[src/rtl/fwd_scoreboard.sv]
// Operand-bypass and load-use hazard controller: tracks in-flight destination registers
// over DEPTH stages, picks the youngest producer per source. Optional FWD_STALL_CNT_EN adds stall_cnt.
module fwd_scoreboard #(
    parameter int REG_BITS    = 5,
    parameter int DEPTH       = 3,
    parameter int NSRC        = 2,
    parameter int FLUSH_DEPTH = 1,
    parameter int SELW        = $clog2(DEPTH + 1)
) (
    input  logic                     clock,
    input  logic                     reset_n,
    input  logic                     iss_valid,
    input  logic [REG_BITS-1:0]      iss_rd,
    input  logic [SELW-1:0]          iss_rdy_at,
    input  logic [NSRC-1:0]          src_valid,
    input  logic [NSRC*REG_BITS-1:0] src_addr,
    input  logic                     flush,
    output logic [NSRC*SELW-1:0]     fwd_sel,
    output logic                     stall
`ifdef FWD_STALL_CNT_EN
    ,
    output logic [15:0]              stall_cnt
`endif
);

    // Out-of-range ready stages are folded into 1..DEPTH before being stored.
    function automatic logic [SELW-1:0] clamp_rdy(input logic [SELW-1:0] rdy);
        logic [SELW-1:0] res;
        if (rdy == '0) begin
            res = SELW'(1);
        end else if (rdy > SELW'(DEPTH)) begin
            res = SELW'(DEPTH);
        end else begin
            res = rdy;
        end
        return res;
    endfunction

    logic [DEPTH:1]    v_q, v_d, v_shift_s;
    logic [REG_BITS-1:0] rd_q  [1:DEPTH];
    logic [REG_BITS-1:0] rd_d  [1:DEPTH];
    logic [SELW-1:0]     rdy_q [1:DEPTH];
    logic [SELW-1:0]     rdy_d [1:DEPTH];
    logic [NSRC-1:0]     hazard_s;
    logic                stall_s;

    // Youngest-match search per source; a not-yet-ready winner blocks older ready entries.
    always_comb begin
        logic                found;
        logic [REG_BITS-1:0] addr;
        fwd_sel  = '0;
        hazard_s = '0;
        for (int s = 0; s < NSRC; s++) begin
            found = 1'b0;
            addr  = src_addr[s*REG_BITS +: REG_BITS];
            for (int k = 1; k <= DEPTH; k++) begin
                if (!found && src_valid[s] && v_q[k] && (rd_q[k] == addr) && (addr != '0)) begin
                    found = 1'b1;
                    if (SELW'(k) >= rdy_q[k]) begin
                        fwd_sel[s*SELW +: SELW] = SELW'(k);
                    end else begin
                        hazard_s[s] = 1'b1;
                    end
                end else begin
                    found = found;
                end
            end
        end
        stall_s = (|hazard_s) & ~flush;
        stall   = stall_s;
    end

    // Next pipe contents: always shift, bubble on stall, kill the young stages on flush.
    always_comb begin
        v_shift_s    = '0;
        v_d          = '0;
        v_shift_s[1] = iss_valid & ~stall_s & ~flush & (iss_rd != '0);
        rd_d[1]      = iss_rd;
        rdy_d[1]     = clamp_rdy(iss_rdy_at);
        for (int k = 2; k <= DEPTH; k++) begin
            v_shift_s[k] = v_q[k-1];
            rd_d[k]      = rd_q[k-1];
            rdy_d[k]     = rdy_q[k-1];
        end
        for (int k = 1; k <= DEPTH; k++) begin
            if (flush && (k <= FLUSH_DEPTH)) begin
                v_d[k] = 1'b0;
            end else begin
                v_d[k] = v_shift_s[k];
            end
        end
    end

    // Stage registers.
    always_ff @(posedge clock or negedge reset_n) begin
        if (!reset_n) begin
            v_q <= '0;
            for (int k = 1; k <= DEPTH; k++) begin
                rd_q[k]  <= '0;
                rdy_q[k] <= '0;
            end
        end else begin
            v_q <= v_d;
            for (int k = 1; k <= DEPTH; k++) begin
                rd_q[k]  <= rd_d[k];
                rdy_q[k] <= rdy_d[k];
            end
        end
    end

`ifdef FWD_STALL_CNT_EN
    logic [15:0] stall_cnt_q, stall_cnt_d;

    // Saturating stall-cycle count.
    always_comb begin
        stall_cnt_d = stall_cnt_q;
        if (stall_s && (stall_cnt_q != 16'hFFFF)) begin
            stall_cnt_d = stall_cnt_q + 16'd1;
        end else begin
            stall_cnt_d = stall_cnt_q;
        end
    end

    // Counter register, cleared only by reset.
    always_ff @(posedge clock or negedge reset_n) begin
        if (!reset_n) begin
            stall_cnt_q <= 16'd0;
        end else begin
            stall_cnt_q <= stall_cnt_d;
        end
    end

    assign stall_cnt = stall_cnt_q;
`endif

endmodule

[config.mk]
export PLATFORM = sky130hd
export DESIGN_NAME = fwd_scoreboard
export DESIGN_NICKNAME = d
export VERILOG_FILES = /design/src/rtl/fwd_scoreboard.sv
export SDC_FILE = /design/constraint.sdc
export NUM_CORES = 1
export LEC_CHECK = 0
export CORE_MARGIN = 5
export CORE_UTILIZATION = 48
export CTS_CLUSTER_SIZE = 14
export DETAILED_ROUTE_END_ITERATION = 7
export HOLD_SLACK_MARGIN = 0.03
export PLACE_DENSITY = 0.78
export SYNTH_ARGS = -nofsm -noshare
export SYNTH_HDL_FRONTEND = slang
export SYNTH_SLANG_ARGS = --single-unit
[constraint.sdc]
create_clock -name clock -period 3.3 [get_ports clock]
set_input_delay 0.825 -clock clock [delete_from_list [all_inputs] [get_ports clock]]
set_output_delay 0.825 -clock clock [all_outputs]
set_load 0.05 [all_outputs]
==> summary.md <==
| Metric | Value |
|---|---|
| Share of the synthesized area in the top cell type | `between 40 and 50%` |
| Final worst slack | `-0.0866 ns` |
| Via density | `5.68` |
| Pwr Density | `between 300 and 400 nW/um^2` |
| Syn_area_per_cell | `11.8 um^2` |
| Synth Net Count | `118` |
| Hold buffers post-CTS | `0` |
| Setup tns final | `-0.0866 ns` |
| Ys Warns | `0` |
| Fin crit period | `between 3 and 4 ns` |
| Site Rows | `17` |
| Grt total ovfl | `0` |
| Area of the multi-input gates | `between 600 and 700 um^2` |
| Clock sinks | `22` |
| CP dominant cell by count | `or4_4` |
| Failing checks | `negative setup slack` |
| Syn-to-layout area delta | `63.5%` |
| Total CTS buffers | `3` |
| Final Util | `between 80% and 90%` |
| Avg WL per Cell | `20.4 um` |
| Drt initial violations | `35` |
| Hold Crit Class | `reg -> reg` |
| Seq cells post-synth | `22` |
| Max-cap violations | `0` |
| Top delay family on crit path | `simple AND/OR/NAND/NOR gates` |
| GRT Total Usage | `roughly a fifth` |
| Place WS | `-0.412 ns` |
| Leakage | `~0.78 nW` |
| Final hold slack | `~0.37 ns` |
| Final Hold Vio Count | `0` |
| DRT Pass-1 Iters | `4` |
| Top FF cell, synth | `dfrtp_1` |
| FF/Latch Area | `~550 um^2` |
| Synth Instances | `95` |
| Ant. Diodes | `0` |
| Worst EP required | `2.47 ns` |
| Yosys top cell by area | `dfrtp_1` |
| Vias in the first global route | `between 1000 and 1500` |
| H-tree levels | `1` |
| Die Width | `between 50 and 60 um` |
| Final Cycle Share | `103%` |
| Initial antenna violation count | `0` |
| Startpoint types | `input port` |
| Area after DPL | `approximately 1600 um^2` |
| CP endpoint kind | `output pin` |
| Worst Max-Slew Pin Slew | `between 0.9 and 1 ns` |
| Finished Cell Area | `1830 um^2` |
| Worst VDD drop | `around 0.00038 V` |
| Crit path max fanout | `3` |
| Bufs on Longest Clock Path | `2` |
| Fill cells | `~130` |
| Placer congestion estimate | `0.924` |
| FMAX | `about 300 MHz` |
| Worst path max stage delay | `between 0.5 and 0.6 ns` |
| Vias | `slightly above 1000` |
| Outcome | `finished with violations` |
| Die area | `3400 um^2` |
| Post-route ant nets | `0` |
| CTS tree | `built` |
| Chip height | `slightly below 60 um` |
| I/O Buffers | `27` |
| Final nets | `between 150 and 200` |
| Fraction of registers with async set/reset | `100%` |
| Share of layout cells above drive strength 1 | `45.8%` |
| # IOs | `28` |
| Reg clk slew, reported paths | `around 0.11 ns` |
| RSZ-0062 raised after global routing | `true` |
| Clk_lat worst skew | `between 0.3 and 0.4 ns` |
| Worst Path Arrival | `about 2.6 ns` |
| Pin count of the biggest net entering global routing | `23` |
| Worst path slowest cell | `or4_4` |
| # DRC | `0` |
| CORE AREA | `roughly 2200 um^2` |
| Worst Skew | `0.0134 ns` |
| Initial Utilization | `50.6%` |
| Post-DP HPWL | `around 2200 um` |
| Count of final max-slew check failures | `0` |
| First-pass GRT wire length | `~5100 um` |
| Unique masters post-synth | `27` |
| Rel. slew slack | `37.7%` |
| Cell area after synthesis | `approximately 1100 um^2` |
| Cell Chain, Critical Path | `buf_6 > or4_4 > buf_6 > nor2_2 > or4_4 > or4_4 > o211ai_4 > buf_12` |
| Setup violations, final | `1` |
| Kind of critical path | `in -> out` |
| Top post-synthesis cells by area | `dfrtp_1 (49%), xor2_1 (13%), xnor2_1 (11%)` |
| Root buf cell | `clkbuf_4` |
| Register area share after synthesis | `around half` |
| WP buf/inv | `3` |
| Post-synth EDFFs | `0` |
| Total Wirelength | `between 3000 and 4000 um` |
report_power, final:
part | leakage (nW) | switching, mW | internal [mW]
registers | 0.257 | 0.0161 | 0.283
clock network | 0.0210 | 0.0846 | 0.0676
logic | 0.497 | 0.0568 | 0.0677
total | 0.776 | 0.158 | 0.419
cells by family (layout without fill, tap and decap cells):
group / Yosys count / after routing / share of synthesized area (%)
AO/OA/AOI/OAI: 11 / 11 / 7.71
flip-flops: 22 / 22 / 49.2
multiplexers: 1 / 1 / 0.894
AND/OR/NAND/NOR: 29 / 29 / 16.6
buffers and inverters: 2 / 62 / 2.12
XOR/XNOR: 30 / 30 / 23.5
metrics by stage:
stage	power [mW]	cells
floorplan	0.343	95
global placement	0.408	171
detailed placement	0.410	171
CTS	0.564	183
global route	0.603	183
finish	0.576	183
cell usage after synthesis, types with 2 or more instances:
master and n:
dfrtp_1 22, xor2_1 16, xnor2_1 14, nor4_1 4, a21oi_1 3, nand3_1 3
nand4_1 3, nor2_1 3, or4_4 3, and2_1 2, nand2_1 2, nand2b_1 2
o211ai_2 2, o21ai_1 2, or4_1 2
sequential cells by signal (all words and copies together) (netlist names):
register	flops
v_q	3
rd_q	5
rd_d	10
rdy_d	4
worst paths after layout:
check | slack [ns] | to | startpoint | cells past startpoint
max | -0.09 | stall | src_addr[7] | 8
max in group asynchronous | 1.72 | rdy_d[0] | reset_n | 1
min reg2reg | 0.37 | rdy_d[0] | rdy_d[2] | 0
max reg2reg | 0.97 | v_q[1] | rd_d[8] | 13
min in group asynchronous | 1.00 | rd_d[5] | reset_n | 1
min | 0.37 | rdy_d[0] | rdy_d[2] | 0
repair_timing:
action,in CTS,in global routing
setup buffers,8,1
resized for setup,41,22
pin swaps,17,13
endpoints found under the setup margin,5,4
layout make-up:
class	count	area share, %
clock buffers	4	1.98
multi-input cells	71	36.2
flip-flops and latches	22	30.1
well taps	28	1.91
repair buffers	58	29.8
worst register-to-register path, stage by stage (launching register included):
cell and delay (ns):
dfrtp_1 0.46, xnor2_1 0.28, o211ai_4 0.11, buf_4 0.14
buf_4 0.12, buf_4 0.14, nor2_2 0.13, o21ai_4 0.10
buf_4 0.16, buf_4 0.12, buf_4 0.12, buf_4 0.12
buf_4 0.12, o211a_1 0.10
metal layers:
metal | up-vias | GRT usage, % | wire length, um
met2 | 52 | 33.0 | 1850
li1 | 458 | - | -
met1 | 510 | 25.2 | 1450
met4 | 0 | 9.60 | 203
met5 | - | 0 | 0
met3 | 19 | 6.14 | 226
layout by cell type, fill, tap and decap left out, types with 2 or more instances in the layout:
cell type        Yosys  layout
or4_4                3       4
nor2_1               3       2
clkbuf_2             0       5
nor2_2               1       2
nand2b_1             2       2
clkdlybuf4s50_1      0      11
xor2_1              16      16
nand4_1              3       3
o21ai_4              0       2
xnor2_1             14      13
buf_12               1       5
buf_6                0       6
nand3_1              3       3
clkbuf_4             0       3
dfrtp_1             22      22
buf_4                0      28
o211ai_4             0       2
nor4_1               4       3
No activity file was read; power rests on OpenSTA's default activity.
